`src/rtl/decode_issue_stage_pkg.sv`:
```
// Shared types and helpers for the RV32 decode/issue stage: instruction and
// control layouts, encoding classes, immediate extraction and source-use map.
package decode_issue_stage_pkg;

  typedef enum logic [2:0] {
    R_TYPE,
    I_TYPE,
    S_TYPE,
    B_TYPE,
    U_TYPE,
    J_TYPE
  } encoding_type;

  typedef struct packed {
    logic [6:0] funct7;
    logic [4:0] rs2;
    logic [4:0] rs1;
    logic [2:0] funct3;
    logic [4:0] rd;
    logic [6:0] opcode;
  } instruction_type;

  typedef struct packed {
    encoding_type encoding;
    logic         reg_write;
    logic         mem_read;
    logic         mem_write;
    logic         is_branch;
  } control_type;

  localparam logic [6:0] OPC_OP     = 7'b0110011;
  localparam logic [6:0] OPC_OP_IMM = 7'b0010011;
  localparam logic [6:0] OPC_LOAD   = 7'b0000011;
  localparam logic [6:0] OPC_STORE  = 7'b0100011;
  localparam logic [6:0] OPC_BRANCH = 7'b1100011;
  localparam logic [6:0] OPC_LUI    = 7'b0110111;
  localparam logic [6:0] OPC_AUIPC  = 7'b0010111;
  localparam logic [6:0] OPC_JAL    = 7'b1101111;
  localparam logic [6:0] OPC_JALR   = 7'b1100111;

  // 32-bit sign-extended immediate for the given encoding; R-type has none.
  function automatic logic [31:0] immediate_extension(instruction_type instr,
                                                      encoding_type    enc);
    logic [31:0] w;
    logic [31:0] imm;
    w = instr;
    case (enc)
      I_TYPE:  imm = {{20{w[31]}}, w[31:20]};
      S_TYPE:  imm = {{20{w[31]}}, w[31:25], w[11:7]};
      B_TYPE:  imm = {{19{w[31]}}, w[31], w[7], w[30:25], w[11:8], 1'b0};
      U_TYPE:  imm = {w[31:12], 12'b0};
      J_TYPE:  imm = {{11{w[31]}}, w[31], w[19:12], w[20], w[30:21], 1'b0};
      default: imm = '0;
    endcase
    return imm;
  endfunction

  // Which source fields the encoding actually reads: {rs1_used, rs2_used}.
  function automatic logic [1:0] rs_used(encoding_type enc);
    logic [1:0] used;
    case (enc)
      R_TYPE, S_TYPE, B_TYPE: used = 2'b11;
      I_TYPE:                 used = 2'b10;
      default:                used = 2'b00;
    endcase
    return used;
  endfunction

endpackage

```
`src/rtl/decode_issue_stage_if.sv`:
```
// Fetch-side and execute-side handshakes of the decode/issue stage.
// master = environment (fetch + execute), slave = the stage itself.
interface decode_issue_stage_if #(
  parameter int XLEN = 32
);
  import decode_issue_stage_pkg::*;

  logic            in_valid;
  logic            in_ready;
  instruction_type instruction;
  logic [XLEN-1:0] pc_in;

  logic            out_valid;
  logic            out_ready;
  logic [4:0]      rd_id;
  logic [4:0]      rs1_id;
  logic [4:0]      rs2_id;
  logic [XLEN-1:0] read_data1;
  logic [XLEN-1:0] read_data2;
  logic [XLEN-1:0] immediate_data;
  logic [XLEN-1:0] pc_out;
  control_type     control_signals;
  logic            instruction_illegal;

  modport master (
    output in_valid, instruction, pc_in, out_ready,
    input  in_ready, out_valid, rd_id, rs1_id, rs2_id, read_data1, read_data2,
           immediate_data, pc_out, control_signals, instruction_illegal
  );

  modport slave (
    input  in_valid, instruction, pc_in, out_ready,
    output in_ready, out_valid, rd_id, rs1_id, rs2_id, read_data1, read_data2,
           immediate_data, pc_out, control_signals, instruction_illegal
  );
endinterface

```
`src/rtl/control.sv`:
```
// Opcode decoder: encoding class and the four datapath controls.
module control
  import decode_issue_stage_pkg::*;
(
  input  logic [6:0]  opcode,
  output control_type control_signals,
  output logic        decode_failed
);

  // Map each RV32I major opcode onto its encoding and controls
  always_comb begin
    control_signals          = '0;
    control_signals.encoding = R_TYPE;
    decode_failed            = 1'b0;
    case (opcode)
      OPC_OP: begin
        control_signals.encoding  = R_TYPE;
        control_signals.reg_write = 1'b1;
      end
      OPC_OP_IMM: begin
        control_signals.encoding  = I_TYPE;
        control_signals.reg_write = 1'b1;
      end
      OPC_LOAD: begin
        control_signals.encoding  = I_TYPE;
        control_signals.reg_write = 1'b1;
        control_signals.mem_read  = 1'b1;
      end
      OPC_STORE: begin
        control_signals.encoding  = S_TYPE;
        control_signals.mem_write = 1'b1;
      end
      OPC_BRANCH: begin
        control_signals.encoding  = B_TYPE;
        control_signals.is_branch = 1'b1;
      end
      OPC_LUI, OPC_AUIPC: begin
        control_signals.encoding  = U_TYPE;
        control_signals.reg_write = 1'b1;
      end
      OPC_JAL: begin
        control_signals.encoding  = J_TYPE;
        control_signals.reg_write = 1'b1;
        control_signals.is_branch = 1'b1;
      end
      OPC_JALR: begin
        control_signals.encoding  = I_TYPE;
        control_signals.reg_write = 1'b1;
        control_signals.is_branch = 1'b1;
      end
      default: decode_failed = 1'b1;
    endcase
  end

endmodule

```
`src/rtl/decode_issue_stage_hazard.sv`:
```
// Load-use hazard detection against the held instruction, the upstream
// ready, and a saturating count of cycles spent stalled on a hazard.
module decode_hazard_unit #(
  parameter bit LOAD_USE_STALL = 1'b1,
  parameter int CNT_W          = 32
) (
  input  logic             clk,
  input  logic             reset,
  input  logic             in_valid,
  input  logic             flush,
  input  logic             out_valid,
  input  logic             out_ready,
  input  logic             held_mem_read,
  input  logic [4:0]       held_rd_id,
  input  logic [4:0]       rs1_id,
  input  logic [4:0]       rs2_id,
  input  logic [1:0]       rs_used_bits,
  output logic             in_ready,
  output logic [CNT_W-1:0] stall_cycles
);

  logic hazard;

  // A flush kills the load anyway, so the hazard is ignored while it is asserted
  always_comb begin
    hazard = LOAD_USE_STALL && out_valid && held_mem_read && held_rd_id != 5'd0 &&
             ((rs_used_bits[1] && rs1_id == held_rd_id) ||
              (rs_used_bits[0] && rs2_id == held_rd_id));
    in_ready = !reset && (!out_valid || out_ready) && (!hazard || flush);
  end

  // Saturating stall-cycle counter
  always_ff @(posedge clk or posedge reset) begin
    if (reset) begin
      stall_cycles <= '0;
    end else if (in_valid && hazard && !flush && stall_cycles != '1) begin
      stall_cycles <= stall_cycles + 1'b1;
    end
  end

endmodule

```
`src/rtl/register_file.sv`:
```
// Architectural register file: two combinational reads, one write port.
// x0 and ids beyond NUM_REGS read as zero; writes to them are dropped.
module register_file #(
  parameter int XLEN     = 32,
  parameter int NUM_REGS = 32
) (
  input  logic            clk,
  input  logic            reset,
  input  logic            write_en,
  input  logic [4:0]      write_id,
  input  logic [XLEN-1:0] write_data,
  input  logic [4:0]      read_id1,
  input  logic [4:0]      read_id2,
  output logic [XLEN-1:0] read_data1,
  output logic [XLEN-1:0] read_data2
);

  localparam int         IDX_W     = $clog2(NUM_REGS);
  localparam logic [5:0] REG_LIMIT = 6'(NUM_REGS);

  logic [XLEN-1:0] regs [NUM_REGS];

  // Register storage, cleared on reset
  always_ff @(posedge clk or posedge reset) begin
    if (reset) begin
      for (int i = 0; i < NUM_REGS; i++) regs[i] <= '0;
    end else if (write_en && write_id != 5'd0 && {1'b0, write_id} < REG_LIMIT) begin
      regs[write_id[IDX_W-1:0]] <= write_data;
    end
  end

  // Combinational reads with x0 and out-of-range ids forced to zero
  always_comb begin
    read_data1 = '0;
    read_data2 = '0;
    if (read_id1 != 5'd0 && {1'b0, read_id1} < REG_LIMIT) read_data1 = regs[read_id1[IDX_W-1:0]];
    if (read_id2 != 5'd0 && {1'b0, read_id2} < REG_LIMIT) read_data2 = regs[read_id2[IDX_W-1:0]];
  end

endmodule

```
`src/rtl/decode_issue_stage.sv`:
```
// Registered RV32 decode/issue stage: decodes one instruction per cycle,
// reads operands with write-back forwarding, screens illegal encodings and
// holds the decoded bundle in the ID/EX output register.
module decode_issue_stage
  import decode_issue_stage_pkg::*;
#(
  parameter int XLEN           = 32,
  parameter int NUM_REGS       = 32,
  parameter bit BYPASS_EN      = 1'b1,
  parameter bit LOAD_USE_STALL = 1'b1,
  parameter int CNT_W          = 32
) (
  input  logic                 clk,
  input  logic                 reset,
  decode_issue_stage_if.slave  bus,
  input  logic                 flush,
  input  logic                 wb_write_en,
  input  logic [4:0]           wb_write_id,
  input  logic [XLEN-1:0]      wb_write_data,
  output logic [CNT_W-1:0]     stall_cycles
);

  localparam logic [5:0] REG_LIMIT = 6'(NUM_REGS);

  instruction_type ins;
  control_type     dec_ctl;
  control_type     ctl_d;
  logic            decode_failed;
  logic [1:0]      used;
  logic            rd_checked;
  logic            illegal_d;
  logic            accept;
  logic [XLEN-1:0] rf_data1;
  logic [XLEN-1:0] rf_data2;
  logic [XLEN-1:0] rd1_d;
  logic [XLEN-1:0] rd2_d;
  logic [XLEN-1:0] imm_d;

  assign ins    = bus.instruction;
  assign used   = rs_used(dec_ctl.encoding);
  assign accept = bus.in_valid && bus.in_ready;

  control u_control (
    .opcode          (ins.opcode),
    .control_signals (dec_ctl),
    .decode_failed   (decode_failed)
  );

  register_file #(
    .XLEN     (XLEN),
    .NUM_REGS (NUM_REGS)
  ) u_register_file (
    .clk        (clk),
    .reset      (reset),
    .write_en   (wb_write_en),
    .write_id   (wb_write_id),
    .write_data (wb_write_data),
    .read_id1   (ins.rs1),
    .read_id2   (ins.rs2),
    .read_data1 (rf_data1),
    .read_data2 (rf_data2)
  );

  decode_hazard_unit #(
    .LOAD_USE_STALL (LOAD_USE_STALL),
    .CNT_W          (CNT_W)
  ) u_hazard (
    .clk           (clk),
    .reset         (reset),
    .in_valid      (bus.in_valid),
    .flush         (flush),
    .out_valid     (bus.out_valid),
    .out_ready     (bus.out_ready),
    .held_mem_read (bus.control_signals.mem_read),
    .held_rd_id    (bus.rd_id),
    .rs1_id        (ins.rs1),
    .rs2_id        (ins.rs2),
    .rs_used_bits  (used),
    .in_ready      (bus.in_ready),
    .stall_cycles  (stall_cycles)
  );

  // Operand forwarding, illegal screening and masking of side-effecting controls
  always_comb begin
    rd1_d = rf_data1;
    rd2_d = rf_data2;
    if (BYPASS_EN && wb_write_en && ins.rs1 != 5'd0 && wb_write_id == ins.rs1) rd1_d = wb_write_data;
    if (BYPASS_EN && wb_write_en && ins.rs2 != 5'd0 && wb_write_id == ins.rs2) rd2_d = wb_write_data;

    rd_checked = (dec_ctl.encoding != S_TYPE) && (dec_ctl.encoding != B_TYPE);
    illegal_d  = decode_failed ||
                 (rd_checked && {1'b0, ins.rd} >= REG_LIMIT) ||
                 (used[1] && {1'b0, ins.rs1} >= REG_LIMIT) ||
                 (used[0] && {1'b0, ins.rs2} >= REG_LIMIT);

    ctl_d = dec_ctl;
    if (illegal_d) begin
      ctl_d.reg_write = 1'b0;
      ctl_d.mem_read  = 1'b0;
      ctl_d.mem_write = 1'b0;
      ctl_d.is_branch = 1'b0;
    end

    imm_d = XLEN'($signed(immediate_extension(ins, dec_ctl.encoding)));
  end

  // ID/EX output register: flush beats accept, accept beats drain
  always_ff @(posedge clk or posedge reset) begin
    if (reset) begin
      bus.out_valid           <= 1'b0;
      bus.rd_id               <= '0;
      bus.rs1_id              <= '0;
      bus.rs2_id              <= '0;
      bus.read_data1          <= '0;
      bus.read_data2          <= '0;
      bus.immediate_data      <= '0;
      bus.pc_out              <= '0;
      bus.control_signals     <= '0;
      bus.instruction_illegal <= 1'b0;
    end else if (flush) begin
      bus.out_valid <= 1'b0;
    end else if (accept) begin
      bus.out_valid           <= 1'b1;
      bus.rd_id               <= ins.rd;
      bus.rs1_id              <= ins.rs1;
      bus.rs2_id              <= ins.rs2;
      bus.read_data1          <= rd1_d;
      bus.read_data2          <= rd2_d;
      bus.immediate_data      <= imm_d;
      bus.pc_out              <= bus.pc_in;
      bus.control_signals     <= ctl_d;
      bus.instruction_illegal <= illegal_d;
    end else if (bus.out_ready) begin
      bus.out_valid <= 1'b0;
    end
  end

endmodule

```
`src/flat_wrapper.sv`:
```
// flat-port wrapper written by rule: the top's interface ports become plain ports
module decode_issue_stage_flat import decode_issue_stage_pkg::*;
#(
  parameter int XLEN           = 32,
  parameter int NUM_REGS       = 32,
  parameter bit BYPASS_EN      = 1'b1,
  parameter bit LOAD_USE_STALL = 1'b1,
  parameter int CNT_W          = 32
)
  (clk, reset, flush, wb_write_en, wb_write_id, wb_write_data, stall_cycles, bus_in_valid, bus_instruction, bus_pc_in, bus_out_ready, bus_in_ready, bus_out_valid, bus_rd_id, bus_rs1_id, bus_rs2_id, bus_read_data1, bus_read_data2, bus_immediate_data, bus_pc_out, bus_control_signals, bus_instruction_illegal);
  decode_issue_stage_if #(.XLEN(XLEN)) bus_i ();
  input  logic clk;
  input  logic reset;
  input  logic flush;
  input  logic wb_write_en;
  input  logic [4:0] wb_write_id;
  input  logic [XLEN-1:0] wb_write_data;
  output logic [CNT_W-1:0] stall_cycles;
  input wire logic [$bits(bus_i.in_valid)-1:0] bus_in_valid;
  input wire logic [$bits(bus_i.instruction)-1:0] bus_instruction;
  input wire logic [$bits(bus_i.pc_in)-1:0] bus_pc_in;
  input wire logic [$bits(bus_i.out_ready)-1:0] bus_out_ready;
  output wire logic [$bits(bus_i.in_ready)-1:0] bus_in_ready;
  output wire logic [$bits(bus_i.out_valid)-1:0] bus_out_valid;
  output wire logic [$bits(bus_i.rd_id)-1:0] bus_rd_id;
  output wire logic [$bits(bus_i.rs1_id)-1:0] bus_rs1_id;
  output wire logic [$bits(bus_i.rs2_id)-1:0] bus_rs2_id;
  output wire logic [$bits(bus_i.read_data1)-1:0] bus_read_data1;
  output wire logic [$bits(bus_i.read_data2)-1:0] bus_read_data2;
  output wire logic [$bits(bus_i.immediate_data)-1:0] bus_immediate_data;
  output wire logic [$bits(bus_i.pc_out)-1:0] bus_pc_out;
  output wire logic [$bits(bus_i.control_signals)-1:0] bus_control_signals;
  output wire logic [$bits(bus_i.instruction_illegal)-1:0] bus_instruction_illegal;
  assign bus_i.in_valid = bus_in_valid;
  assign bus_i.instruction = bus_instruction;
  assign bus_i.pc_in = bus_pc_in;
  assign bus_i.out_ready = bus_out_ready;
  assign bus_in_ready = bus_i.in_ready;
  assign bus_out_valid = bus_i.out_valid;
  assign bus_rd_id = bus_i.rd_id;
  assign bus_rs1_id = bus_i.rs1_id;
  assign bus_rs2_id = bus_i.rs2_id;
  assign bus_read_data1 = bus_i.read_data1;
  assign bus_read_data2 = bus_i.read_data2;
  assign bus_immediate_data = bus_i.immediate_data;
  assign bus_pc_out = bus_i.pc_out;
  assign bus_control_signals = bus_i.control_signals;
  assign bus_instruction_illegal = bus_i.instruction_illegal;
  decode_issue_stage #(.XLEN(XLEN), .NUM_REGS(NUM_REGS), .BYPASS_EN(BYPASS_EN), .LOAD_USE_STALL(LOAD_USE_STALL), .CNT_W(CNT_W)) u_core (.clk(clk), .reset(reset), .bus(bus_i), .flush(flush), .wb_write_en(wb_write_en), .wb_write_id(wb_write_id), .wb_write_data(wb_write_data), .stall_cycles(stall_cycles));
endmodule
```
`config.mk`:
```
export PLATFORM = sky130hd
export DESIGN_NAME = decode_issue_stage_flat
export DESIGN_NICKNAME = d
export VERILOG_FILES = /design/src/rtl/decode_issue_stage_pkg.sv /design/src/rtl/decode_issue_stage_if.sv /design/src/rtl/control.sv /design/src/rtl/decode_issue_stage_hazard.sv /design/src/rtl/register_file.sv /design/src/rtl/decode_issue_stage.sv /design/src/flat_wrapper.sv
export SDC_FILE = /design/constraint.sdc
export NUM_CORES = 2
export LEC_CHECK = 0
export BUFFER_PORTS_ARGS = -buffer_cell sky130_fd_sc_hd__buf_2
export CORE_UTILIZATION = 24
export DETAILED_ROUTE_END_ITERATION = 12
export GPL_ROUTABILITY_DRIVEN = 0
export PLACE_DENSITY = 0.41
export SKIP_LAST_GASP = 1
export SLEW_MARGIN = 10
export SYNTH_ARGS = -nofsm -noshare
export SYNTH_HDL_FRONTEND = slang
export SYNTH_HIERARCHICAL = 1
export SYNTH_SLANG_ARGS = --single-unit
```
`constraint.sdc`:
```
create_clock -name clk -period 63.5 [get_ports clk]
set_input_delay 3.175 -clock clk [delete_from_list [all_inputs] [get_ports clk]]
set_output_delay 3.175 -clock clk [all_outputs]
set_load 0.005 [all_outputs]
```
# Word level (Yosys, flattened, before mapping)
# Cells that the tools add are included.
word_totals:
  in_bits: 107
  out_inout_bits: 185
  word_cells: 137
  register_bits: 1208
op_classes:
  add_sub_neg: 1
  magnitude_cmp: 4
  eq_ne: 19
  n_mux: 25
  n_bitwise: 4
  reduce_logical: 37
ops:
  columns: ["cell", "count"]
  rows:
  - ["$bwmux 1024", 1]
  - ["$bmux 32 s5", 2]
  - ["$mux 32", 9]
  - ["$demux 32 s5", 1]
  - ["$pmux 32 s5", 1]
  - ["$add 32x1->32 const B", 1]
  - ["$ne 32x32->1 const B", 1]
  - ["$eq 7x6->1 const B", 3]
  - ["$eq 7x7->1 const B", 3]
  - ["$eq 5x5->1", 4]
  - ["$reduce_bool 5->1", 4]
  - ["$ge 6x6->1 const B", 3]
  - ["$not 5->6", 3]
  - ["$logic_and 1x1->1", 17]
  - ["$pmux 3 s5", 1]
  - ["$eq 7x5->1 const B", 2]
  - ["$reduce_or 3->1", 3]
  - ["$reduce_or 9->1", 1]
  - ["$mux 1", 8]
  - ["$eq 7x2->1 const B", 1]
  - ["$reduce_or 7->1", 1]
  - ["$eq 3x2->1 const B", 2]
  - ["$eq 3x3->1 const B", 2]
  - ["$lt 6x1->1 const B", 1]
  - ["10 further kinds", 15]

# Longest topological paths before layout
logic_depth:
  word_depth: 15
  ltp_mapped: 15
  depth_no_buf: 12

# By module
# Netlist, hierarchy kept.
by_module_without_submodules:
  columns: ["module", "n_inst", "cells_per_inst", "area_per_inst_um2", "seq_area_each_um2"]
  rows:
  - ["register_file", 1, 3797, 54649.9, 25624.6]
  - ["decode_issue_stage", 1, 732, 7015.5, 3803.6]
  - ["decode_hazard_unit", 1, 163, 1735.4, 800.8]
  - ["control", 1, 21, 120.1, 0.0]

# Worst setup path before layout
# OpenSTA, ideal clock, no wires.
synth_path:
  kind: "input to output"
  start: "input port bus_instruction[4]"
  end: "output port bus_in_ready"
  path_stages: 9
  t_required_ns: 60.325
  path_buffers: 1
  t_arrival_ns: 4.614
  path_slack_ns: 55.711
  cell_sequence: "and3b_1 -> nand3_1 -> nand2_1 -> nor2b_1 -> clkbuf_1 -> nor2_1 -> nand2_1 -> o22ai_1 -> a221oi_1"
synth_rtl:
  columns: ["element", "line", "source"]
  rows:
  - ["start, declared", "flat_wrapper.sv:20", "input wire logic [$bits(bus_i.instruction)-1:0] bus_instruction;"]
  - ["end, declared", "flat_wrapper.sv:23", "output wire logic [$bits(bus_i.in_ready)-1:0] bus_in_ready;"]

==> flow_metrics.env <==
export IMPL_hold_viol_final=0
export IMPL_pre_cts_ws_ns=54.95
export IMPL_setup_ws_ns=54.86
export IMPL_synth_cell_type_count=70
export IMPL_swShare=0.2876
export IMPL_clock_latency_ns=0.82
export IMPL_firstDrtPassIters=6
export IMPL_grt_overflow=0
export IMPL_synthTopCellsByArea="dfrtp_1 (48%), mux2_2 (18%), mux4_2 (12%), mux2i_1 (5.7%), nand2_1 (1.8%)"
export IMPL_nNetsFinal=4884
export IMPL_drive_above_1_share=0.4325
export IMPL_syn_area_per_cell_um2=13.48
export IMPL_synth_edf_count=0
export IMPL_finalCritPeriodShare=0.1361
export IMPL_cts_root_buf="clkbuf_16"
export IMPL_h_tree_depth=4
export IMPL_fin_crit_ns=8.643
export IMPL_design_die_area_um2=266700
export IMPL_final_util=0.2788
export IMPL_synth_seq_area_share=0.4759
export IMPL_p_clk_frac=0.373
export IMPL_clock_fmax_mhz=115.7
export IMPL_p_leak_uw=0.03179
export IMPL_antenna_found_initial=27
export IMPL_syn_area_um2=63520
export IMPL_cts_sinks=1208
export IMPL_grt_max_degree=149
export IMPL_multi_input_area_um2=31170
export IMPL_rsz0062_at_grt="no"
export IMPL_wire_per_inst_um=31.50
export IMPL_hold_class="flip-flop to flip-flop"
export IMPL_fin_setup_tns_ns=0
export IMPL_syn_nets=4821
export IMPL_post_synth_top_count_cell="dfrtp_1"
export IMPL_ys_top_cells_by_count="dfrtp_1 (1208), mux2_2 (1042), mux2i_1 (364), mux4_2 (343), nand2_1 (305)"
export IMPL_setup_viol=0
export IMPL_cts_buffers=150
export IMPL_ys_ff_latch=1208
export IMPL_hold_buffers=0
export IMPL_clockBufferDepth=3
export IMPL_tightest_slew_ns=1.228
export IMPL_pwr_share_seq=0.440
export IMPL_combPwrFrac=0.187
export IMPL_crit_path_start_kind="input pin"
export IMPL_fin_worst_skew_ns=0.02636
export IMPL_pin_count=292
export IMPL_ys_warnings_count=6
export IMPL_synth_top_area_cell="dfrtp_1"
export IMPL_synthArstFlopShare=1.000
export IMPL_post_cts_resized=0
export IMPL_synth_top_cell_area_share=0.4759
export IMPL_crit_fanout=8
export IMPL_synth_cells=4713
export IMPL_maxCapViolations=0
export IMPL_clkTransAtPathRegs_ns=0.05
export IMPL_syn2layout_area_growth_pct=15.30
export IMPL_p_switching_uw=669.5
export IMPL_fillers=26797
export IMPL_slew_headroom=0.1812
export IMPL_endpoint_kind="primary output"
export IMPL_drc=0
export IMPL_grtUsageTotal=0.1968
export IMPL_peakVddDrop_mv=0.02691
export IMPL_fp_dieH_um=516.5
export IMPL_wirelength_um=265000
export IMPL_postCtsSetupRepairBufs=0
export IMPL_regArea_um2=30230
export IMPL_fin_cells=8413
export IMPL_outcome="finished, final reports clean"
export IMPL_coreArea_um2=262700
export IMPL_fin_hold_ws_ns=0.3967
export IMPL_cts_tree="built"
export IMPL_p_per_area_nw_per_um2=31.78
export IMPL_numPortBuffers=291
export IMPL_placed_cells=8139
export IMPL_antenna_left=0
export IMPL_die_w_um=516.5
export IMPL_initial_core_util=0.2418
export IMPL_crit_type="input pin to primary output"
export IMPL_grt_pass1_wl_um=371800
export IMPL_vias=43948
export IMPL_synthFlopType="dfrtp_1"
export IMPL_drt_iter0_drc=3662
export IMPL_grt_pass1_vias=45590
export IMPL_rows=188
export IMPL_p_int_uw=1658
export IMPL_crit_arrival_ns=5.47
export IMPL_post_dp_hpwl_um=150400
export IMPL_worst_endpoint_required_ns=60.32
export IMPL_via_per_inst=5.224
export IMPL_final_max_slew_viol_count=0
placed cells by master, fill, tap and decap left out, types with 91 or more instances in the layout:
cell,instances
mux2_2,1042
a21oi_1,91
mux2i_1,364
a22oi_1,119
buf_2,283
clkbuf_16,154
dfrtp_1,1208
mux4_2,343
nand2_1,286
buf_4,125
state kept, by name, indices dropped and copies added, names as in the netlist:
signal,count
u_core/bus.rd_id,5
u_core/u_hazard/stall_cycles,32
u_core/bus.instruction_illegal,1
u_core/bus.rs2_id,5
u_core/bus.out_valid,1
u_core/u_register_file/regs,1024
u_core/bus.immediate_data,32
u_core/bus.read_data1,32
u_core/bus.rs1_id,5
u_core/bus.control_signals,7
u_core/bus.read_data2,32
u_core/bus.pc_out,32
power groups by stage:
stage               clock, µW  combinational (µW)  sequential [µW]
floorplan                   0                 321              993
global placement            0                 429             1030
detailed placement          0                 436             1040
CTS                       895                 437             1020
global route              925                 467             1040
finish                    867                 435             1030
per-layer routing:
| layer | part of all wire | up-vias | global-route usage |
|---|---|---|---|
| li1 | - | 18031 | - |
| met1 | 0.43 | 23838 | 0.2558 |
| met2 | 0.47 | 1584 | 0.3221 |
| met3 | 0.056 | 477 | 0.03538 |
| met4 | 0.040 | 18 | 0.07801 |
| met5 | 0.00038 | - | 0 |
critical path, stage by stage:
cell      delay (ns)
buf_2           0.12
nor2_1          0.25
nand3_1         0.16
nand2_1         0.24
nor2b_1         0.51
nor2_1          0.09
nand2_1         0.10
o22ai_1         0.13
a221oi_1        0.45
buf_2           0.23
cells by family (layout without fill, tap and decap cells):
logic type	count (synthesis)	after routing	share of synthesized area
and+or+nand+nor	647	647	0.05125
DFF	1208	1208	0.4759
AOI/OAI and AO/OA	547	547	0.06376
buffers and inverters	513	692	0.03847
xor gates and xnor gates	48	48	0.006737
muxes	1749	1749	0.3637
other	0	6	0
adders and majority gates	1	1	0.0001969
through the flow:
step	area (µm²)	power [µW]
2_1_floorplan	63520	1315
3_3_place_gp	68320	1464
5_1_grt	73230	2435
6_report	73240	2328
3_5_place_dp	68320	1472
4_1_cts	73230	2355
final cells by class:
| class | count | area share |
|---|---|---|
| inverter | 8 | 0.0005808 |
| clock inverter | 37 | 0.004886 |
| tap | 3515 | 0.06005 |
| antenna | 6 | 0.0002050 |
| sequential | 1208 | 0.4127 |
| clock buffer | 231 | 0.06217 |
| timing repair buffer | 416 | 0.03377 |
| multi-input combinational | 2992 | 0.4256 |
worst paths after layout:
path | slack, ns | start | depth (start not counted) | to
max | 54.86 | bus_instruction[3] | 10 | bus_in_ready
min | 0.40 | u_core/u_register_file/regs[994] | 0 | u_core/u_register_file/regs[994]
max reg2reg | 59.46 | u_core/bus.rd_id[4] | 8 | u_core/bus.read_data2[22]
min reg2reg | 0.40 | u_core/u_register_file/regs[994] | 0 | u_core/u_register_file/regs[994]
max in group asynchronous | 56.98 | reset | 6 | u_core/u_register_file/regs[718]
min in group asynchronous | 2.56 | reset | 2 | u_core/u_register_file/regs[703]
Note: power is estimated with default switching activity, not from simulation.
